**config.mk**
```make
export PLATFORM = sky130hd
export DESIGN_NAME = pll_drp_rmw
export DESIGN_NICKNAME = d
export VERILOG_FILES = /design/src/rtl/pll_drp_rmw.sv
export SDC_FILE = /design/constraint.sdc
export NUM_CORES = 1
export LEC_CHECK = 0
export ABC_AREA = 1
export BUFFER_PORTS_ARGS = -buffer_cell sky130_fd_sc_hd__clkbuf_2
export CELL_PAD_IN_SITES_DETAIL_PLACEMENT = 0
export CELL_PAD_IN_SITES_GLOBAL_PLACEMENT = 1
export CORE_ASPECT_RATIO = 1.1
export CORE_MARGIN = 3
export CORE_UTILIZATION = 37
export DETAILED_ROUTE_END_ITERATION = 10
export HOLD_SLACK_MARGIN = 0.02
export PLACE_DENSITY_LB_ADDON = 0.3
export SLEW_MARGIN = 20
export SYNTH_ARGS = -nofsm -noshare
export SYNTH_HDL_FRONTEND = slang
export SYNTH_SLANG_ARGS = --single-unit
```
**constraint.sdc**
```tcl
create_clock -name clk -period 3.3 [get_ports clk]
set_clock_uncertainty 0.05 [all_clocks]
set_input_delay 0.33 -clock clk [delete_from_list [all_inputs] [get_ports clk]]
set_output_delay 0.33 -clock clk [all_outputs]
set_load 0.02 [all_outputs]
```
**src/rtl/pll_drp_rmw.sv**
```systemverilog
// pll_drp_rmw: DRP initiator for a PLLE2_ADV / MMCME2_ADV DRP port.
// Performs single-register reads and masked read-modify-write cycles.
// During a write the PLL is held in reset, then LOCKED is awaited.
// Everything runs on the DRP clock.
module pll_drp_rmw #(
    parameter int DRDY_TIMEOUT = 64,
    parameter int LOCK_TIMEOUT = 65536,
    parameter int CNT_W        = 17
) (
    input  logic        clk,
    input  logic        reset,
    // command / response towards the reconfiguration controller
    input  logic        cmd_valid,
    output logic        cmd_ready,
    input  logic        cmd_write,
    input  logic [6:0]  cmd_addr,
    input  logic [15:0] cmd_wdata,
    input  logic [15:0] cmd_mask,
    output logic        rsp_valid,
    output logic [15:0] rsp_rdata,
    output logic [1:0]  rsp_err,
    // DRP port towards the PLL primitive
    output logic [6:0]  drp_daddr,
    output logic [15:0] drp_di,
    output logic        drp_den,
    output logic        drp_dwe,
    input  logic [15:0] drp_do,
    input  logic        drp_drdy,
    output logic        pll_rst,
    input  logic        pll_locked
);

    typedef enum logic [2:0] {
        S_IDLE,
        S_RD_REQ,
        S_RD_WAIT,
        S_WR_REQ,
        S_WR_WAIT,
        S_LOCK_WAIT,
        S_RESP
    } state_t;

    localparam logic [1:0] ERR_OK   = 2'd0;
    localparam logic [1:0] ERR_DRDY = 2'd1;
    localparam logic [1:0] ERR_LOCK = 2'd2;

    // Terminal counts for the shared wait counter.
    localparam logic [CNT_W-1:0] DRDY_TC     = CNT_W'(DRDY_TIMEOUT);
    localparam logic [CNT_W-1:0] LOCK_TC     = CNT_W'(LOCK_TIMEOUT);
    // LOCKED may still show the pre-reset lock for a couple of cycles.
    localparam logic [CNT_W-1:0] LOCK_IGNORE = CNT_W'(2);

    // Masked merge: mask bit 1 keeps the current register bit.
    function automatic logic [15:0] merge_rmw(input logic [15:0] old_v,
                                              input logic [15:0] new_v,
                                              input logic [15:0] keep);
        return (old_v & keep) | (new_v & ~keep);
    endfunction

    state_t            state_q;
    logic [CNT_W-1:0]  cnt_q;
    logic              cmd_ready_q;
    logic              rsp_valid_q;
    logic [15:0]       rsp_rdata_q;
    logic [1:0]        rsp_err_q;
    logic [6:0]        daddr_q;
    logic [15:0]       di_q;
    logic              den_q;
    logic              dwe_q;
    logic              pll_rst_q;

    // Command latches (data path, not reset)
    logic [6:0]        addr_q;
    logic [15:0]       wdata_q;
    logic [15:0]       mask_q;
    logic              write_q;
    logic [15:0]       rdata_q;
    logic [15:0]       wr_data_d;
    logic              accept;

    assign accept    = (state_q == S_IDLE) && cmd_valid && cmd_ready_q;
    assign wr_data_d = merge_rmw(rdata_q, wdata_q, mask_q);

    // Capture the command on acceptance and the read value on read DRDY.
    always_ff @(posedge clk) begin
        if (accept) begin
            addr_q  <= cmd_addr;
            wdata_q <= cmd_wdata;
            mask_q  <= cmd_mask;
            write_q <= cmd_write;
            rdata_q <= '0;
        end else if ((state_q == S_RD_WAIT) && drp_drdy) begin
            rdata_q <= drp_do;
        end
    end

    // Control FSM with registered DRP, PLL-reset and response outputs.
    always_ff @(posedge clk) begin
        if (reset) begin
            state_q     <= S_IDLE;
            cnt_q       <= '0;
            cmd_ready_q <= 1'b0;
            rsp_valid_q <= 1'b0;
            rsp_rdata_q <= '0;
            rsp_err_q   <= ERR_OK;
            daddr_q     <= '0;
            di_q        <= '0;
            den_q       <= 1'b0;
            dwe_q       <= 1'b0;
            pll_rst_q   <= 1'b0;
        end else begin
            // DEN/DWE and the response are single-cycle pulses.
            den_q       <= 1'b0;
            dwe_q       <= 1'b0;
            rsp_valid_q <= 1'b0;
            case (state_q)
                S_IDLE: begin
                    if (cmd_valid && cmd_ready_q) begin
                        cmd_ready_q <= 1'b0;
                        pll_rst_q   <= cmd_write;
                        state_q     <= S_RD_REQ;
                    end else begin
                        cmd_ready_q <= 1'b1;
                    end
                end
                S_RD_REQ: begin
                    den_q   <= 1'b1;
                    daddr_q <= addr_q;
                    cnt_q   <= '0;
                    state_q <= S_RD_WAIT;
                end
                S_RD_WAIT: begin
                    // DRDY wins over a simultaneous terminal count.
                    if (drp_drdy) begin
                        if (write_q) begin
                            state_q <= S_WR_REQ;
                        end else begin
                            rsp_valid_q <= 1'b1;
                            rsp_rdata_q <= drp_do;
                            rsp_err_q   <= ERR_OK;
                            state_q     <= S_RESP;
                        end
                    end else if (cnt_q >= DRDY_TC) begin
                        // Never leave the PLL parked in reset after an abort.
                        rsp_valid_q <= 1'b1;
                        rsp_rdata_q <= rdata_q;
                        rsp_err_q   <= ERR_DRDY;
                        pll_rst_q   <= 1'b0;
                        state_q     <= S_RESP;
                    end else begin
                        cnt_q <= cnt_q + CNT_W'(1);
                    end
                end
                S_WR_REQ: begin
                    den_q   <= 1'b1;
                    dwe_q   <= 1'b1;
                    di_q    <= wr_data_d;
                    cnt_q   <= '0;
                    state_q <= S_WR_WAIT;
                end
                S_WR_WAIT: begin
                    if (drp_drdy) begin
                        pll_rst_q <= 1'b0;
                        cnt_q     <= '0;
                        state_q   <= S_LOCK_WAIT;
                    end else if (cnt_q >= DRDY_TC) begin
                        rsp_valid_q <= 1'b1;
                        rsp_rdata_q <= rdata_q;
                        rsp_err_q   <= ERR_DRDY;
                        pll_rst_q   <= 1'b0;
                        state_q     <= S_RESP;
                    end else begin
                        cnt_q <= cnt_q + CNT_W'(1);
                    end
                end
                S_LOCK_WAIT: begin
                    if ((cnt_q >= LOCK_IGNORE) && pll_locked) begin
                        rsp_valid_q <= 1'b1;
                        rsp_rdata_q <= rdata_q;
                        rsp_err_q   <= ERR_OK;
                        state_q     <= S_RESP;
                    end else if (cnt_q >= LOCK_TC) begin
                        rsp_valid_q <= 1'b1;
                        rsp_rdata_q <= rdata_q;
                        rsp_err_q   <= ERR_LOCK;
                        state_q     <= S_RESP;
                    end else begin
                        cnt_q <= cnt_q + CNT_W'(1);
                    end
                end
                S_RESP: begin
                    cmd_ready_q <= 1'b1;
                    state_q     <= S_IDLE;
                end
                default: begin
                    state_q <= S_IDLE;
                end
            endcase
        end
    end

    assign cmd_ready = cmd_ready_q;
    assign rsp_valid = rsp_valid_q;
    assign rsp_rdata = rsp_rdata_q;
    assign rsp_err   = rsp_err_q;
    assign drp_daddr = daddr_q;
    assign drp_di    = di_q;
    assign drp_den   = den_q;
    assign drp_dwe   = dwe_q;
    assign pll_rst   = pll_rst_q;

endmodule

```
# Yosys cells after proc, flatten, opt, wreduce, memory -nomap -nowiden

Cells that the tools add are included.

Add/subtract/negate cells: 1
Magnitude comparators: 3
Eq/ne operators: 13
Multiplexer cells: 44
Bitwise logic cells: 4
Reduce and logical (&&, ||, !) cells: 15

Operator list:

| cell                                                                   | count |
|---|---|
| 16-bit 2-to-1 mux                                                      | 6 |
| 17-bit 2-to-1 mux                                                      | 5 |
| 17-bit case mux with 4 select lines                                    | 1 |
| 16-bit case mux with 3 select lines                                    | 1 |
| 16-bit bitwise AND                                                     | 2 |
| 3-bit 2-to-1 mux                                                       | 7 |
| 3-bit case mux with 6 select lines                                     | 1 |
| 17-bit by 1-bit adder with 17-bit output, second input constant        | 1 |
| 17-bit >= comparator, second input constant                            | 1 |
| 17-bit by 2-bit >= comparator with 1-bit output, second input constant | 1 |
| 17-bit by 7-bit >= comparator with 1-bit output, second input constant | 1 |
| 16-bit NOT                                                             | 1 |
| 16-bit OR                                                              | 1 |
| 1-bit 2-to-1 mux                                                       | 13 |
| 2-bit 2-to-1 mux                                                       | 6 |
| 3-bit equality test, second input constant                             | 3 |
| 2-bit inequality test, second input constant                           | 4 |
| 4-bit AND reduction                                                    | 2 |
| 3-bit by 2-bit equality test with 1-bit output, second input constant  | 2 |
| 3-bit inequality test, second input constant                           | 2 |
| 1-bit case mux with 3 select lines                                     | 2 |
| 2-bit case mux with 3 select lines                                     | 1 |
| 3-bit nonzero test                                                     | 2 |
| 1-bit logical AND                                                      | 5 |
| other kinds (9)                                                        | 9 |

Bits in registers: 122
Bits of input ports: 61
Output and inout bits: 46
Word-level logic and storage cells: 96

# Logic depth before layout (Yosys ltp)

Gate-level depths: netlist of the first run.

Word-level depth: 4
Gate-level depth with buffers: 12
Mapped depth without buffers: 10

# Worst setup path after synthesis of the first run

No wires, ideal clock.

Path kind: reg2reg
Start: register state_q[0]
End: register rdata_q[15]
Library setup time: 0.128 ns
Arrival: 3.094 ns
Required time: 3.122 ns
Setup slack: 0.027 ns
Stages on the path, launching flop included: 9
Buffers on the path: 2
Period minus slack after synthesis: 3.273 ns
Cells stage by stage: dfxtp_1 -> buf_4 -> nor2_4 -> nand2_2 -> nor2_1 -> inv_1 -> clkbuf_1 -> o21ai_0 -> a21oi_1

Word-level cells in the longest chain between the ends: 3
Elaborated cells on any way between the ends: 5
Classes of those cells: eq/ne (1); reduce/logical (4)

Ends and longest elaborated chain:

| element                        | line | source |
|---|---|---|
| start, declared                | 60   | `state_t state_q;` |
| start signal, assigned         | 100  | `state_q <= S_IDLE;` |
| start signal, assigned         | 121  | `state_q <= S_RD_REQ;` |
| start signal, assigned         | 130  | `state_q <= S_RD_WAIT;` |
| 3-bit zero test                | 81   | `assign accept = (state_q == S_IDLE) && cmd_valid && cmd_ready_q;` |
| 1-bit logical AND (2 in a row) | 81   |  |
| named net accept               | 79   | `logic accept;` |
| end signal, assigned           | 93   | `rdata_q <= drp_do;` |
| end, declared                  | 77   | `logic [15:0] rdata_q;` |

The timed path passes the listed nets, and every way through them passes these cells.
A chain may end at the register's enable or synchronous reset.

# Final worst setup path of the first run

Start: register state_q[2]
End: register pll_rst_q (netlist: pll_rst)

Word-level cells in the longest chain between the ends: 3
Elaborated cells on any way between the ends: 8
Classes of those cells: eq/ne (4); mux (1); reduce/logical (3)

Ends and longest elaborated chain:

| element                                                                      | line | source |
|---|---|---|
| 3-bit by 2-bit equality test with 1-bit output, or another cell as far along | 116  | `case (state_q)` |
| 2-bit inequality test (no source line), or another cell as far along         | --   |  |
| 3-bit AND reduction (no source line)                                         | --   |  |
| end signal, assigned                                                         | 120  | `pll_rst_q <= cmd_write;` |
| end, declared                                                                | 70   | `logic pll_rst_q;` |

Parallel ways exist; a longest one is shown, timed or not.

==> results of run 1 <==
sequential cells by signal (all words and copies together) (netlist names):
signal,flops
mask_q,16
drp_dwe,1
rdata_q,16
wdata_q,16
cmd_ready,1
drp_daddr,7
addr_q,7
pll_rst,1
drp_di,16
drp_den,1
rsp_err,2
state_q,3
rsp_rdata,16
cnt_q,17
write_q,1
rsp_valid,1
critical path, delay by kind of cell, from the launching register on:
family	cells	cell delay (ns)
and+or+nand+nor	3	1.00
buffers and inverters	2	0.43
DFF	1	0.43
AOI/OAI and AO/OA	3	0.38
logic make-up after synthesis:
family          after synthesis  share of synthesized area, %
compound gates              143                         12.55
xor+xnor                      1                        0.1422
fa+ha+maj                     2                        0.4060
buf+inv                     127                         8.751
flops                       122                         46.13
simple gates                447                         32.02
worst paths after layout:
check,startpoint,to,depth (start not counted)
max reg2reg,state_q[2],pll_rst,8
min,cmd_addr[3],addr_q[3],1
max,state_q[2],pll_rst,8
min reg2reg,drp_daddr[6],drp_daddr[6],2
per-stage QoR:
stage          total power [mW]  cell area, sq um
2_1_floorplan             2.481              6162
3_3_place_gp              2.746              6804
3_5_place_dp              2.740              6804
4_1_cts                   4.535              7579
5_1_grt                   4.747              7579
6_report                  4.493              7579
cell type report:
type | count | area (sq um)
Inverter | 84 | 317.8
Timing Repair Buffer | 136 | 823.3
Sequential cell | 122 | 2843
Fill cell | 1632 | 8457
Multi-Input combinational cell | 593 | 2790
Tap cell | 200 | 250.2
Clock buffer | 17 | 425.4
Clock inverter | 15 | 128.9
per-layer routing:
metal / global-route usage [%] / up-vias / routed length, microns
li1: - / 2987 / -
met1: 25.53 / 2604 / 7903
met2: 32.23 / 136 / 8224
met3: 3.953 / 18 / 802
met4: 5.915 / 2 / 223
met5: 0 / - / 13
layout by cell type (no fill, tap or decap), types with 4 or more instances in the layout:
master | netlist | layout
edfxtp_1 | 40 | 40
nand2_2 | 4 | 4
clkbuf_2 | 2 | 106
nor2_1 | 89 | 87
nand3_1 | 102 | 102
or2_2 | 10 | 10
nand2_1 | 213 | 213
a31oi_1 | 4 | 4
o21ai_0 | 43 | 43
nor2_4 | 7 | 8
dfxtp_1 | 82 | 82
inv_2 | 5 | 5
dlygate4sd3_1 | 0 | 22
clkbuf_16 | 0 | 17
nand2_4 | 4 | 4
a21oi_1 | 85 | 85
buf_4 | 7 | 7
nand4_1 | 15 | 15
inv_6 | 0 | 8
inv_1 | 78 | 78
report_power, final:
group	switching, mW	internal, mW
Sequential	0.122	1.72
Combinational	0.600	0.290
Clock	0.772	0.988
==> flow_metrics.env, run 1 <==
export IMPL_status="finished, final reports clean"
export IMPL_routabilityCongestion=0.7899
export IMPL_yosysMostFrequentCell="nand2_1"
export IMPL_grt_pass1_wl_microns=28220
export IMPL_grt_max_degree=46
export IMPL_root_buffer="clkbuf_16"
export IMPL_max_vdd_ir_drop_uv=356.5
export IMPL_crit_required_ns=3.59
export IMPL_post_place_ws_ns=0.9162
export IMPL_syn_cell_area_sq_mm=0.006162
export IMPL_placementRows=48
export IMPL_tightestPinTransition_ns=0.8510
export IMPL_fin_nets=1017
export IMPL_synthTopCellsByCount="nand2_1 (213), nand3_1 (102), nor2_1 (89)"
export IMPL_cts_made_buffers=17
export IMPL_antenna_left=0
export IMPL_synth_area_per_cell_sq_um=7.318
export IMPL_synth_enable_flop_cells=40
export IMPL_layout_setup_ws_ns=0.9239
export IMPL_synth_cells=842
export IMPL_crit_path_cell_trace="inv_2, nor2_4, inv_1, nor2_4, o21ai_0, nor2_1, o21ai_0, a31oi_1"
export IMPL_leakage_nw=3.364
export IMPL_holdWs_ns=0.03594
export IMPL_first_pass_iters=6
export IMPL_first_global_vias=5515
export IMPL_hold_path_class="input pin to register"
export IMPL_cts_setup_buffers=0
export IMPL_clkTransAtPathRegs_ns=0.06
export IMPL_dp_cells=1113
export IMPL_grt_overflow_total=0
export IMPL_min_period_over_period_pct=72.00
export IMPL_setup_viol=0
export IMPL_htreeDepth=4
export IMPL_clockBufferDepth=2
export IMPL_synth_seq_area_share_pct=46.13
export IMPL_drcViolationCount=0
export IMPL_viasPerCell=4.925
export IMPL_dieArea_sq_mm=0.01824
export IMPL_drt_wirelength_per_cell_microns=14.71
export IMPL_slowest_delay_ns=0.71
export IMPL_clock_latency_ns=0.42
export IMPL_fp_dieH_microns=141.4
export IMPL_postLayoutCoreUtil_pct=47.26
export IMPL_die_width_microns=129.0
export IMPL_rsz0062_at_grt="no"
export IMPL_coreArea_sq_mm=0.01604
export IMPL_portBuffers=106
export IMPL_drive_gt1_share_pct=18.82
export IMPL_vias=5747
export IMPL_track_usage_pct=19.44
export IMPL_place_hpwl_microns=11550
export IMPL_maxCapViolCount=0
export IMPL_final_cells=1167
export IMPL_syn_to_final_growth_pct=22.98
export IMPL_slowest_stage="nor2_4"
export IMPL_period_needed_ns=2.376
export IMPL_maxSlewHeadroom_pct=43.21
export IMPL_yosys_area_top_type="dfxtp_1"
export IMPL_critPathLaunchType="register"
export IMPL_synthDistinctLibCells=34
export IMPL_antenna_cells=0
export IMPL_worstPathMaxFanout=27
export IMPL_yosysWarnings=0
export IMPL_postCtsHoldBufs=22
export IMPL_hold_viol_final=0
export IMPL_synthArstFlopShare_pct=0
export IMPL_power_density_mw_per_mm2=592.8
export IMPL_setup_tns_ns=0
export IMPL_arrival_ns=2.67
export IMPL_synth_flop_cell="dfxtp_1"
export IMPL_start_util_pct=38.43
export IMPL_cts_sinks=122
export IMPL_io_pins=107
export IMPL_syn_nets=905
export IMPL_cts_tree="done"
export IMPL_cts_resized_gates=0
export IMPL_synth_top_area_share_pct=26.64
export IMPL_critical_path_class="register to register"
export IMPL_end_kind="register"
export IMPL_synthTopCellsByArea="dfxtp_1 (27%), edfxtp_1 (19%), nand2_1 (13%), nand3_1 (8.3%), a21oi_1 (6.9%)"
export IMPL_ys_ff_latch=122
export IMPL_fmax_ghz=0.4209
export IMPL_antenna_found_initial=1
export IMPL_drt_initial_drc_count=422
export IMPL_report_final_slew_viol_count=0
export IMPL_wl_microns=17170
export IMPL_ff2ff_setup_slack_ns=0.92
No activity file was read; power rests on OpenSTA's default activity.
==> run 2, diff against run 1 <==
--- a/config.mk
+++ b/config.mk
@@ -5,13 +5,13 @@
 export SDC_FILE = /design/constraint.sdc
 export NUM_CORES = 1
 export LEC_CHECK = 0
-export ABC_AREA = 1
+export ABC_AREA = 0
 export BUFFER_PORTS_ARGS = -buffer_cell sky130_fd_sc_hd__clkbuf_2
 export CELL_PAD_IN_SITES_DETAIL_PLACEMENT = 0
 export CELL_PAD_IN_SITES_GLOBAL_PLACEMENT = 1
 export CORE_ASPECT_RATIO = 1.1
 export CORE_MARGIN = 3
-export CORE_UTILIZATION = 37
+export CORE_UTILIZATION = 42
 export DETAILED_ROUTE_END_ITERATION = 10
 export HOLD_SLACK_MARGIN = 0.02
 export PLACE_DENSITY_LB_ADDON = 0.3
==> constraint.sdc (replaced) <==
create_clock -name clk -period 2.2 [get_ports clk]
set_clock_uncertainty 0.05 [all_clocks]
set_input_delay 0.22 -clock clk [delete_from_list [all_inputs] [get_ports clk]]
set_output_delay 0.22 -clock clk [all_outputs]
set_load 0.02 [all_outputs]
==> run 2 against run 1 <==
Hold slack hardly changed. Final cell count down 26%. Flip-flop and latch count stayed put. Non-clock buffer count increased by 52. Clock-buffer cell count stayed put. Final area shrank 2.9%. Fmax up 17%. Global-route usage is 1.8 points higher. Sequential share of layout area rose by 1.1 points. Largest power group is now the clock network. Highest routed layer is now met4.
==> flow_metrics.env, run 2 <==
export IMPL_min_period_over_period_pct=92.14
export IMPL_yosys_area_top_type="dfxtp_1"
export IMPL_min_to="rdata_q[0]"
export IMPL_start_util_pct=43.88
export IMPL_cts_sinks=122
export IMPL_synthTopCellsByArea="dfxtp_1 (30%), edfxtp_1 (22%), nand2_1 (5.5%), mux2i_1 (4.3%), a21oi_1 (3.9%)"
export IMPL_yosysWarnings=0
export IMPL_status="finished, final reports clean"
export IMPL_fmax_ghz=0.4933
export IMPL_rr_startpoint="cnt_q[9]"
export IMPL_drcViolationCount=0
export IMPL_die_width_microns=114.1
export IMPL_portBuffers=106
export IMPL_critical_path_class="register to register"
export IMPL_final_cells=869
export IMPL_maxSlewHeadroom_pct=55.67
export IMPL_syn_to_final_growth_pct=36.31
export IMPL_drt_initial_drc_count=262
export IMPL_grt_max_degree=51
export IMPL_fin_nets=765
export IMPL_report_final_slew_viol_count=0
export IMPL_rsz0062_at_grt="no"
export IMPL_syn_nets=594
export IMPL_dieArea_sq_mm=0.01425
export IMPL_min_from="drp_do[0]"
export IMPL_first_pass_iters=5
export IMPL_first_global_vias=4895
export IMPL_synthArstFlopShare_pct=0
export IMPL_hold_depth=3
export IMPL_wl_microns=14950
export IMPL_drt_wirelength_per_cell_microns=17.20
export IMPL_setup_viol=0
export IMPL_fill_cells=1024
export IMPL_period_needed_ns=2.027
export IMPL_viasPerCell=5.482
export IMPL_antenna_left=0
export IMPL_top_register="cnt_q"
export IMPL_synth_area_per_cell_sq_um=10.16
export IMPL_layout_commonest_cell="clkbuf_2"
export IMPL_layout_common_cells="clkbuf_2 (106), dfxtp_1 (82), nand2_1 (79)"
export IMPL_placed_cell_area_sq_mm=0.006173
export IMPL_routabilityCongestion=0.9073
export IMPL_max_vdd_ir_drop_uv=673.2
export IMPL_largest_reg_flops=17
export IMPL_dp_cells=782
export IMPL_leakage_nw=2.867
export IMPL_rr_worst_depth=6
export IMPL_clockBufferDepth=2
export IMPL_arrival_ns=2.32
export IMPL_worstPathMaxFanout=15
export IMPL_synth_cells=531
export IMPL_place_hpwl_microns=9847
export IMPL_tightestPinTransition_ns=0.6631
export IMPL_coreArea_sq_mm=0.01230
export IMPL_hold_viol_final=0
export IMPL_design_area_sq_mm=0.007356
export IMPL_placementRows=42
export IMPL_crit_required_ns=2.50
export IMPL_vias=4764
export IMPL_grt_pass1_wl_microns=24290
export IMPL_cts_made_buffers=17
export IMPL_track_usage_pct=21.22
export IMPL_grt_overflow_total=0
export IMPL_critPathLaunchType="register"
export IMPL_synthTopCellsByCount="dfxtp_1 (82), nand2_1 (79), a21oi_1 (42)"
export IMPL_post_place_ws_ns=0.03370
export IMPL_end_kind="register"
export IMPL_layout_setup_ws_ns=0.1729
export IMPL_setup_tns_ns=0
export IMPL_hold_path_class="input pin to register"
export IMPL_synth_seq_area_share_pct=52.68
export IMPL_syn_cell_area_sq_mm=0.005396
export IMPL_io_pins=107
export IMPL_maxCapViolCount=0
export IMPL_antenna_cells=0
export IMPL_antenna_found_initial=0
export IMPL_root_buffer="clkbuf_16"
export IMPL_synth_enable_flop_cells=40
export IMPL_fp_dieH_microns=124.9
export IMPL_synth_top_area_share_pct=30.42
export IMPL_synthDistinctLibCells=56
export IMPL_clock_latency_ns=0.41
export IMPL_cts_tree="done"
export IMPL_reg2reg_to="rsp_err[1]"
export IMPL_synth_flop_cell="dfxtp_1"
export IMPL_clkTransAtPathRegs_ns=0.06
export IMPL_ys_ff_latch=122
export IMPL_ff2ff_setup_slack_ns=0.17
export IMPL_drive_gt1_share_pct=27.69
export IMPL_yosysMostFrequentCell="dfxtp_1"
export IMPL_power_density_mw_per_mm2=780.8
export IMPL_cts_setup_buffers=0
export IMPL_htreeDepth=4
run 2: cell types whose count changed after synthesis, sizes merged, moves of 23 or more:
cell | before | now
a211oi | 0 | 25
a21oi | 86 | 42
inv | 84 | 4
mux2i | 0 | 23
nand2 | 221 | 79
nand3 | 103 | 13
nor2 | 96 | 34
o21ai | 44 | 21
run 2: final cells by class:
type	count	area, sq um	share of cell area [%]
Clock buffer	17	425.4	5.783
Clock inverter	15	186.4	2.534
Inverter	4	15.01	0.2041
Multi-Input combinational cell	369	2394	32.54
Sequential cell	122	2843	38.65
Tap cell	154	192.7	2.619
Timing Repair Buffer	188	1300	17.67
run 2: cells by family (layout without fill, tap and decap cells):
kind of cell / Yosys count / count (layout) / share of synthesized area (%)
compound gates: 155 / 155 / 21.08
fa+ha+maj: 2 / 2 / 0.4636
buf+inv: 40 / 224 / 3.408
flops: 122 / 122 / 52.68
mux: 32 / 32 / 6.144
simple gates: 180 / 180 / 16.23
run 2: per-layer routing:
layer,GRT usage [%],up-vias,routed length [microns]
li1,-,2321,-
met1,26.54,2258,6408
met2,35.32,162,7419
met3,5.442,23,882
met4,7.268,0,240
met5,0,-,0
run 2: report_power, final:
group / internal [mW] / switching (mW) / leakage, nW
combinational: 0.210 / 0.223 / 1.55
sequential: 2.40 / 0.0367 / 1.03
clock: 1.80 / 1.07 / 0.289
run 2: how the worst max path moves through the flow:
stage	from	endpoint	slack [ns]
2_1_floorplan	state_q[2]	addr_q[0]	0.08
3_3_place_gp	cnt_q[9]	rsp_rdata[15]	0.11
3_5_place_dp	cnt_q[6]	rsp_rdata[15]	0.03
4_1_cts	cnt_q[9]	rsp_rdata[15]	0.03
5_1_grt	cnt_q[9]	rsp_rdata[15]	0.03
6_report	cnt_q[9]	rsp_err[1]	0.17
run 2: what timing repair did:
item	CTS	global route
hold buffers	55	0
resized for setup	0	6
setup endpoints to repair	0	16
endpoints found under the hold margin	55	0
run 2: critical path, stage by stage (launching register included):
cell and delay (ns):
dfxtp_1 0.36, nor4_4 0.35, and3_4 0.26, buf_6 0.18
nand3_1 0.12, a31oi_2 0.42, a22o_1 0.23
run 2: stage by stage:
stage	utilization [%]	power (mW)	hold WS, ns
2_1_floorplan	-	2.681	0.2689
3_3_place_gp	50.20	2.825	0.3465
3_5_place_dp	50.20	2.837	0.3486
4_1_cts	59.66	5.775	0.03548
5_1_grt	59.82	5.939	0.04121
6_report	59.82	5.743	0.03575
